File: config.mk
export PLATFORM = sky130hd
export DESIGN_NAME = oversampler_phase_tracker
export DESIGN_NICKNAME = d
export VERILOG_FILES = /design/src/rtl/oversampler_phase_tracker_pkg.sv /design/src/rtl/oversampler_phase_tracker_ch.sv /design/src/rtl/oversampler_phase_tracker.sv
export SDC_FILE = /design/constraint.sdc
export NUM_CORES = 1
export LEC_CHECK = 0
export ABC_AREA = 1
export CAP_MARGIN = 20
export CORE_ASPECT_RATIO = 0.9
export CORE_MARGIN = 1
export CORE_UTILIZATION = 45
export DETAILED_ROUTE_END_ITERATION = 12
export PLACE_DENSITY = 0.63
export SKIP_CTS_REPAIR_TIMING = 1
export SYNTH_ARGS = -nofsm -noshare
export SYNTH_HDL_FRONTEND = slang
export SYNTH_SLANG_ARGS = --single-unit
File: constraint.sdc
create_clock -name clock -period 4 [get_ports clock]
set_input_delay 0.8 -clock clock [delete_from_list [all_inputs] [get_ports clock]]
set_output_delay 0.8 -clock clock [all_outputs]
set_load 0.05 [all_outputs]
File: src/rtl/oversampler_phase_tracker_pkg.sv
// =============================================================================
// oversampler_phase_tracker_pkg : shared types and width helpers  (rev 1.0)
// =============================================================================
`default_nettype none

package oversampler_phase_tracker_pkg;

   // Bit 0 = late hit, bit 1 = early hit.
   typedef enum logic [1:0] {
      HIT_NONE  = 2'b00,
      HIT_LATE  = 2'b01,
      HIT_EARLY = 2'b10,
      HIT_BOTH  = 2'b11
   } hit_e;

   function automatic int pw_f(input int nphases);
      return (nphases > 1) ? $clog2(nphases) : 1;
   endfunction

   function automatic int vw_f(input int thresh);
      return $clog2(thresh) + 2;
   endfunction

   function automatic int lw_f(input int lock_cycles);
      return (lock_cycles > 0) ? $clog2(lock_cycles + 1) : 1;
   endfunction

endpackage

`default_nettype wire

File: src/rtl/oversampler_phase_tracker_ch.sv
// =============================================================================
// oversampler_phase_tracker_ch : one channel, sample stage + phase/vote/lock  (rev 1.0)
// =============================================================================
`default_nettype none

module oversampler_phase_tracker_ch
   import oversampler_phase_tracker_pkg::*;
#(
   parameter int NPHASES          = 4,
   parameter int BITS             = 2,
   parameter int THRESH           = 4,
   parameter int LOCK_CYCLES      = 1024,
   parameter int PHASE_SEL_MANUAL = 0,
   localparam int S  = BITS * NPHASES,
   localparam int PW = pw_f(NPHASES),
   localparam int VW = vw_f(THRESH),
   localparam int LW = lw_f(LOCK_CYCLES)
) (
   input  logic          clock,
   input  logic          reset,
   input  logic [S-1:0]  samples,
   input  logic [PW-1:0] phase_sel_in,
   output logic [PW-1:0] phase_sel_out,
   output logic [BITS-1:0] d_o,
   output logic          phase_err,
   output logic          slip_late,
   output logic          slip_early,
   output logic          locked
);

   localparam logic signed [VW-1:0] V_UP_LAST = VW'(THRESH - 1);
   localparam logic signed [VW-1:0] V_DN_LAST = VW'(1 - THRESH);
   localparam logic signed [VW-1:0] V_ONE     = VW'(1);
   localparam logic [PW-1:0]        P_ONE     = PW'(1);
   localparam logic [PW-1:0]        P_LAST    = PW'(NPHASES - 1);
   localparam logic [LW-1:0]        L_ONE     = LW'(1);
   localparam logic [LW-1:0]        L_MAX     = LW'(LOCK_CYCLES);

   logic [S-1:0]           s_q;
   logic                   last_q;
   logic [PW-1:0]          p_q, p_n;
   logic signed [VW-1:0]   v_q, v_n;
   logic [LW-1:0]          lock_q, lock_n;
   logic [BITS-1:0]        d_q, d_n;
   logic                   err_q, err_n;
   logic                   sl_q, sl_n;
   logic                   se_q, se_n;

   logic [S-1:0]           edges;
   logic [NPHASES-1:0]     fold;
   logic [NPHASES-1:0]     ui_word;
   logic [PW-1:0]          p_inc, p_dec;
   logic                   late, early;
   hit_e                   hit;

   // Transition map across the word, seeded with the last sample of the previous word.
   assign edges = s_q ^ {s_q[S-2:0], last_q};

   always_comb begin
      fold = '0;
      for (int i = 0; i < BITS; i++) begin
         fold = fold | edges[i*NPHASES +: NPHASES];
      end
   end

   // NPHASES is a power of two, so phase arithmetic wraps for free.
   assign p_inc = p_q + P_ONE;
   assign p_dec = p_q - P_ONE;
   assign late  = fold[p_q];
   assign early = fold[p_inc];
   assign hit   = hit_e'({early, late});

   always_comb begin
      d_n     = '0;
      ui_word = '0;
      for (int i = 0; i < BITS; i++) begin
         ui_word = s_q[i*NPHASES +: NPHASES];
         d_n[i]  = ui_word[p_q];
      end
   end

   always_comb begin
      p_n   = p_q;
      v_n   = v_q;
      sl_n  = 1'b0;
      se_n  = 1'b0;
      err_n = late & early;
      if (PHASE_SEL_MANUAL != 0) begin
         p_n = phase_sel_in;
         v_n = '0;
      end else begin
         case (hit)
            HIT_LATE: begin
               if (v_q == V_UP_LAST) begin
                  v_n  = '0;
                  p_n  = p_inc;
                  sl_n = (p_q == P_LAST);
               end else begin
                  v_n = v_q + V_ONE;
               end
            end
            HIT_EARLY: begin
               if (v_q == V_DN_LAST) begin
                  v_n  = '0;
                  p_n  = p_dec;
                  se_n = (p_q == '0);
               end else begin
                  v_n = v_q - V_ONE;
               end
            end
            default: v_n = v_q;
         endcase
      end

      if ((p_n != p_q) || err_n) begin
         lock_n = '0;
      end else if (lock_q != L_MAX) begin
         lock_n = lock_q + L_ONE;
      end else begin
         lock_n = lock_q;
      end
   end

   always_ff @(posedge clock) begin
      if (reset) begin
         s_q    <= '0;
         last_q <= 1'b0;
         p_q    <= '0;
         v_q    <= '0;
         lock_q <= '0;
         d_q    <= '0;
         err_q  <= 1'b0;
         sl_q   <= 1'b0;
         se_q   <= 1'b0;
      end else begin
         s_q    <= samples;
         last_q <= s_q[S-1];
         p_q    <= p_n;
         v_q    <= v_n;
         lock_q <= lock_n;
         d_q    <= d_n;
         err_q  <= err_n;
         sl_q   <= sl_n;
         se_q   <= se_n;
      end
   end

   assign phase_sel_out = p_q;
   assign d_o           = d_q;
   assign phase_err     = err_q;
   assign slip_late     = sl_q;
   assign slip_early    = se_q;
   assign locked        = (lock_q == L_MAX);

endmodule

`default_nettype wire

File: src/rtl/oversampler_phase_tracker.sv
// =============================================================================
// oversampler_phase_tracker : NCH independent phase-tracking channels  (rev 1.0)
// =============================================================================
`default_nettype none

module oversampler_phase_tracker
   import oversampler_phase_tracker_pkg::*;
#(
   parameter int NCH              = 1,
   parameter int NPHASES          = 4,
   parameter int BITS             = 2,
   parameter int THRESH           = 4,
   parameter int LOCK_CYCLES      = 1024,
   parameter int PHASE_SEL_MANUAL = 0,
   localparam int S  = BITS * NPHASES,
   localparam int PW = pw_f(NPHASES)
) (
   input  logic              clock,
   input  logic              reset,
   input  logic [NCH*S-1:0]  samples_i,
   input  logic [NCH*PW-1:0] phase_sel_in,
   output logic [NCH*PW-1:0] phase_sel_out,
   output logic [NCH*BITS-1:0] d_o,
   output logic [NCH-1:0]    phase_err,
   output logic [NCH-1:0]    slip_late,
   output logic [NCH-1:0]    slip_early,
   output logic [NCH-1:0]    locked
);

   for (genvar c = 0; c < NCH; c++) begin : g_ch
      oversampler_phase_tracker_ch #(
         .NPHASES          (NPHASES),
         .BITS             (BITS),
         .THRESH           (THRESH),
         .LOCK_CYCLES      (LOCK_CYCLES),
         .PHASE_SEL_MANUAL (PHASE_SEL_MANUAL)
      ) u_ch (
         .clock         (clock),
         .reset         (reset),
         .samples       (samples_i[c*S +: S]),
         .phase_sel_in  (phase_sel_in[c*PW +: PW]),
         .phase_sel_out (phase_sel_out[c*PW +: PW]),
         .d_o           (d_o[c*BITS +: BITS]),
         .phase_err     (phase_err[c]),
         .slip_late     (slip_late[c]),
         .slip_early    (slip_early[c]),
         .locked        (locked[c])
      );
   end

endmodule

`default_nettype wire

==> flow_summary.ini, run 1 <==
[run_status]
run_status = complete, no violations

[yosys]
synth_adder_area_share_pct = 7.15
synth.most_common_cell = inv_1
synthDominantCellAreaShare_pct = 35.5
yosysWarnings = 0
register_area_share_after_synthesis_pct = 35.5
yosys-mux-area-fraction_pct = 0
synth_compound_area_share_pct = 7.01
synth_cells = 233
yosys.area_share.simple_pct = 28.2
syn-num-nets = 255
yosys_register_bits = 31
synth-xor-area-share_pct = 11.0
syn-cell-area_mm2 = 0.00175
dominant_combinational_cell_family_by_area_after_synthesis = simple AND/OR/NAND/NOR gates
synth_flop_cell = dfxtp_1
top_cell_types_by_occurrence_after_synthesis = inv_1, dfxtp_1, nand2_1
yosys-top-cells-area = dfxtp_1, inv_1, ha_1
post_synth_num_cell_types = 23
yosysTopAreaCell = dfxtp_1
post_synth.cell_area_avg_um2 = 7.51
synth-edff-count = 0
postSynth.asyncResetShare_pct = 0

[sta]
worst_slack_ps = 915
worst-slew-pin-transition_ps = 559
period_minus_slack_ps = 3090
hold_violations = 0
final-setup-viol-count = 0
timing.fmax_mhz = 324
timing.slew.headroom_pct = 62.6
final_tns_setup_ps = 0
timing.hold.ws_ps = 454
timing_max_transition_violations_final = 0
final.period_utilization_pct = 77.1
fin_worst_skew_ps = 7.18
unrepaired_setup_endpoints_after_global_routing = no

[floorplanning]
die_area_mm2 = 0.00414
ioPinCount = 20
core_area_mm2 = 0.00373
die_y_um = 61.2
floorplan.die.width_um = 67.7
placement_row_count = 21
initial_core_utilization_pct = 46.9

[worst_setup_path]
startpoint_type = flop
critical_path.max_stage_delay_ps = 790
critical_path_peak_fanout = 4
critPathArrivalTime_ps = 2290
setup_cp_type = reg2out
end_kind = output pin
cp_data_required_time_ps = 3200
cpMostUsedCell = inv_1
cp_slowest_cell = clkdlybuf4s50_1
crit_chain = inv_1 -> ha_1 -> inv_1 -> nor4_1 -> nand2_1 -> inv_1 -> clkdlybuf4s50_1

[global_route]
global_route_wire_length_before_repair_um = 4840
pin_count_of_the_biggest_net_entering_global_routing = 17
overflow = 0
antenna_found_initial = 0
grt_pass1_vias = 1151
track_usage_pct = 16.1

[drt]
routed-via-count = 1358
avgViaCountPerCell = 4.57
routed_wirelength_um = 2840
dr.first_iter.drc_count = 25
drt-wirelength-per-cell_um = 9.56
drcViolationCount = 0
drt-pass1-iter-count = 4
drtAntennaViolNets = 0

[hold_path]
hp-class = reg2reg

[power_and_ir_drop]
design_power_total_mw = 0.843
leakage_nw = 0.860
vdd_ir_drop_max_mv = 0.205
pwr_density_cell_mw_per_mm2 = 420

[clock_tree]
clock_sink_count = 31
clk_root_buffer_cell = clkbuf_8
tritoncts = yes
clk_latency_ps = 280
maximum_buffer_depth_of_the_clock_tree = 2
cts_buffers = 5
worst_setup_hold_path_clk_slew_ps = 60
cts_max_level = 2

[layout]
antenna_cells_inserted = 0
fillCellCount = 375
syn_to_final_growth_pct = 14.8
stdcell_count = 297
final_layout_size_suffix_gt1_share_pct = 12.4
design.final.nets = 272

[placement]
finalWeightedCongestion = 0.766
preCtsSetupSlack_ps = 1150
io_buffer_count = 17
place.detailed.hpwl_um = 2200
numPlacedInstances = 289

[flow_run]
drv.max_cap_violation_count = 0
==> path summary, 6_finish.rpt <==
path / startpoint / endpoint / slack, ps / depth (start not counted)
worst max-delay path: g_ch[0].u_ch.lock_q[0]$_SDFFE_PP0N_ / locked / 910 / 7
worst min-delay path: g_ch[0].u_ch.s_q[7]$_SDFF_PP0_ / g_ch[0].u_ch.last_q$_SDFF_PP0_ / 450 / 2
worst max register to register: g_ch[0].u_ch.phase_sel_out[0]$_SDFF_PP0_ / g_ch[0].u_ch.lock_q[0]$_SDFFE_PP0N_ / 1180 / 13
worst min register to register: g_ch[0].u_ch.s_q[7]$_SDFF_PP0_ / g_ch[0].u_ch.last_q$_SDFF_PP0_ / 450 / 2
==> power by group <==
| part | total, mW | switching (mW) | internal [mW] |
|---|---|---|---|
| logic | 0.241 | 0.141 | 0.0999 |
| registers | 0.372 | 0.0361 | 0.336 |
| clock network | 0.230 | 0.108 | 0.122 |
==> sequential cells by signal (all words and copies together) (netlist names) <==
name / cells
g_ch.u_ch.phase_err: 1
g_ch.u_ch.lock_q: 11
g_ch.u_ch.d_o: 2
g_ch.u_ch.phase_sel_out: 2
g_ch.u_ch.v_q: 4
g_ch.u_ch.slip_late: 1
g_ch.u_ch.slip_early: 1
g_ch.u_ch.s_q: 8
g_ch.u_ch.last_q: 1
==> layout by cell type, fill, tap and decap left out <==
master	instances
nor4_1	2
a21oi_1	9
nor3_2	1
nor2_4	1
nor3_1	6
xor2_1	13
inv_2	5
clkbuf_1	2
nand2_2	3
nand4_1	4
ha_1	10
o21ai_0	11
clkdlybuf4s50_1	17
clkinv_2	1
xnor2_1	9
nand3_1	14
inv_1	34
o211ai_1	3
nor2_2	11
nand3_2	4
nor2_1	24
clkbuf_8	5
nand2_1	31
dfxtp_1	31
==> kinds of logic (layout without fill, tap and decap cells) <==
| logic type | Yosys count | after routing |
|---|---|---|
| AND/OR/NAND/NOR | 101 | 101 |
| buffers and inverters | 46 | 64 |
| flip-flops | 31 | 31 |
| AO/OA/AOI/OAI | 23 | 23 |
| XOR/XNOR | 22 | 22 |
| adder cells (fa/ha/maj) | 10 | 10 |
==> worst max-delay path, delay by kind of cell, from the launching register on <==
kind	cells	cell delay (ps)
buffers and inverters	4	990
AND/OR/NAND/NOR	2	530
flip-flops	1	340
adder cells (fa/ha/maj)	1	150
==> layout make-up <==
cell class | instances | area [µm²] | share of cell area (%)
repair buffers | 17 | 170 | 8.47
clock buffers | 7 | 76.3 | 3.80
inverters | 39 | 146 | 7.29
well taps | 46 | 57.6 | 2.86
clock inverters | 1 | 5.00 | 0.249
multi-input cells | 156 | 933 | 46.5
flip-flops and latches | 31 | 621 | 30.9
==> metal layers <==
metal	track usage (%)	wire [µm]
met1	18.9	1430
met3	5.00	91
met5	0	0
met4	7.29	48
met2	26.9	1270
==> metrics by stage <==
stage / instance area (µm²) / util (%)
3_5_place_dp: 1930 / 51.7
3_3_place_gp: 1930 / 51.7
5_1_grt: 2010 / 53.9
2_1_floorplan: 1750 / -
4_1_cts: 2010 / 53.9
6_report: 2010 / 53.9
No activity file was read; power rests on OpenSTA's default activity.
==> inputs of run 2 (changes only) <==
Clock period 4 ns to 2.89 ns, I/O delays scaled along.
==> run 2 against run 1 <==
Net effect:
- worst hold slack better by 4.1 ps
- cell area increased by 2.8%
- register-to-register slack worse by 690 ps
- count of clock-buffer cells in the layout down 2
- non-clock buffer count grew 3
- via count up 2.7%
- die area unchanged
- clock skew is 1.6 ps lower
- sequential power rose by 38%
- critical endpoint unchanged
==> flow_summary.ini, run 2 (synthesized netlist as in run 1, its figures left out) <==
[run_status]
run_status = complete, no violations

[placement]
io_buffer_count = 17
place.detailed.hpwl_um = 2290
numPlacedInstances = 292
finalWeightedCongestion = 0.819

[sta]
worst-slew-pin-transition_ps = 495
final.period_utilization_pct = 85.7
hold_violations = 0
final-setup-viol-count = 0
final_tns_setup_ps = 0
timing_max_transition_violations_final = 0
timing.fmax_mhz = 404
fin_worst_skew_ps = 5.54
period_minus_slack_ps = 2480
unrepaired_setup_endpoints_after_global_routing = no
timing.slew.headroom_pct = 66.9

[worst_setup_path]
worst_setup_path_endpoint = locked
end_kind = output pin
startpoint_type = flop
timing.critical_path.from = g_ch[0].u_ch.lock_q[0]$_SDFFE_PP0N_
r2r-start = g_ch[0].u_ch.phase_sel_out[0]$_SDFF_PP0_
worst_r2r_path_depth = 13
critPathArrivalTime_ps = 1900
setup_cp_type = reg2out
rrSetupSlack_ps = 490
critical_path_peak_fanout = 4
end_of_the_worst_register_to_register_path = g_ch[0].u_ch.lock_q[6]$_SDFFE_PP0N_
cp_data_required_time_ps = 2310

[global_route]
grt_pass1_vias = 1216
pin_count_of_the_biggest_net_entering_global_routing = 16
track_usage_pct = 17.1
overflow = 0
global_route_wire_length_before_repair_um = 5090
antenna_found_initial = 0

[layout]
leading_cell_type_in_the_layout_fill_and_taps_excluded = inv_1
stdcell_count = 300
syn_to_final_growth_pct = 18.0
most-common-layout-cells = inv_1, nand2_1, dfxtp_1
design.final.nets = 275
final_layout_size_suffix_gt1_share_pct = 14.2
largestRegisters = g_ch.u_ch.lock_q (11), g_ch.u_ch.s_q (8), g_ch.u_ch.v_q (4)
largest_register_ffs = 11
antenna_cells_inserted = 0
top_register = g_ch.u_ch.lock_q

[floorplanning]
ioPinCount = 20
core_area_mm2 = 0.00373
initial_core_utilization_pct = 46.9
placement_row_count = 21
die_y_um = 61.2
die_area_mm2 = 0.00414
floorplan.die.width_um = 67.7

[power_and_ir_drop]
leakage_nw = 0.910
design_power_total_mw = 1.27
pwr_density_cell_mw_per_mm2 = 616
vdd_ir_drop_max_mv = 0.312

[drt]
drt-pass1-iter-count = 4
routed_wirelength_um = 2940
drtAntennaViolNets = 0
dr.first_iter.drc_count = 38
avgViaCountPerCell = 4.65
drcViolationCount = 0
drt-wirelength-per-cell_um = 9.81
routed-via-count = 1395

[clock_tree]
cts_buffers = 5
clk_root_buffer_cell = clkbuf_8
clk_latency_ps = 280
worst_setup_hold_path_clk_slew_ps = 70
clock_sink_count = 31
cts_max_level = 2
tritoncts = yes
maximum_buffer_depth_of_the_clock_tree = 2

[flow_run]
drv.max_cap_violation_count = 0

[hold_path]
worstHoldStart = g_ch[0].u_ch.s_q[7]$_SDFF_PP0_
hp-class = reg2reg
holdPathStages = 2
run 2: cell types whose count changed in the layout (fill, tap and decap cells not counted):
| cell | previous run | this run |
|---|---|---|
| clkbuf_1 | 2 | 0 |
| clkdlybuf4s50_1 | 17 | 16 |
| bufinv_16 | 0 | 1 |
| dlymetal6s2s_1 | 0 | 1 |
| buf_4 | 0 | 3 |
| clkinv_4 | 0 | 1 |
run 2: how the worst min path moves through the flow:
stage	end	slack, ps
after global placement	g_ch[0].u_ch.last_q$_SDFF_PP0_	450
after global routing	g_ch[0].u_ch.last_q$_SDFF_PP0_	490
after CTS	g_ch[0].u_ch.last_q$_SDFF_PP0_	460
final	g_ch[0].u_ch.last_q$_SDFF_PP0_	460
after floorplan	g_ch[0].u_ch.last_q$_SDFF_PP0_	440
after detailed placement	g_ch[0].u_ch.last_q$_SDFF_PP0_	450
run 2: area by class of cell:
| class | instances | area (µm²) |
|---|---|---|
| Sequential cell | 31 | 621 |
| Multi-Input combinational cell | 156 | 933 |
| Timing Repair Buffer | 20 | 195 |
| Clock inverter | 3 | 43.8 |
| Tap cell | 46 | 57.6 |
| Fill cell | 380 | 1670 |
| Inverter | 39 | 146 |
| Clock buffer | 5 | 68.8 |
run 2: worst max-delay path, stage by stage, from the launching register on:
cell and delay (ps):
dfxtp_1 340, inv_1 80, ha_1 140, inv_1 50, nor4_1 360, nand2_1 170
inv_1 70, dlymetal6s2s_1 410
run 2: where the power goes:
group / switching [mW] / internal (mW) / total (mW)
logic: 0.202 / 0.140 / 0.342
clock network: 0.162 / 0.256 / 0.418
registers: 0.0473 / 0.465 / 0.513
run 2: per-layer routing:
metal / GRT usage, % / vias to the layer above / part of all wire (%)
li1: - / 766 / -
met1: 19.4 / 603 / 49
met2: 28.9 / 19 / 45
met3: 7.22 / 7 / 3.5
met4: 6.38 / 0 / 1.9
met5: 0 / - / 0
run 2: per-stage QoR:
stage | hold WS (ps) | setup WS, ps | instance area, µm² | util (%)
after floorplan | 437 | 265 | 1750 | -
after global placement | 452 | 359 | 1950 | 52.3
after detailed placement | 450 | 329 | 1950 | 52.3
after CTS | 460 | 7.43 | 2060 | 55.3
after global routing | 488 | 256 | 2070 | 55.4
final | 458 | 412 | 2070 | 55.4
==> inputs of run 3 (changes only) <==
Settings changed: CORE_MARGIN 1 to unset.
==> results of run 3 <==
Final layout, timing and power as in run 2 (identical DEF).
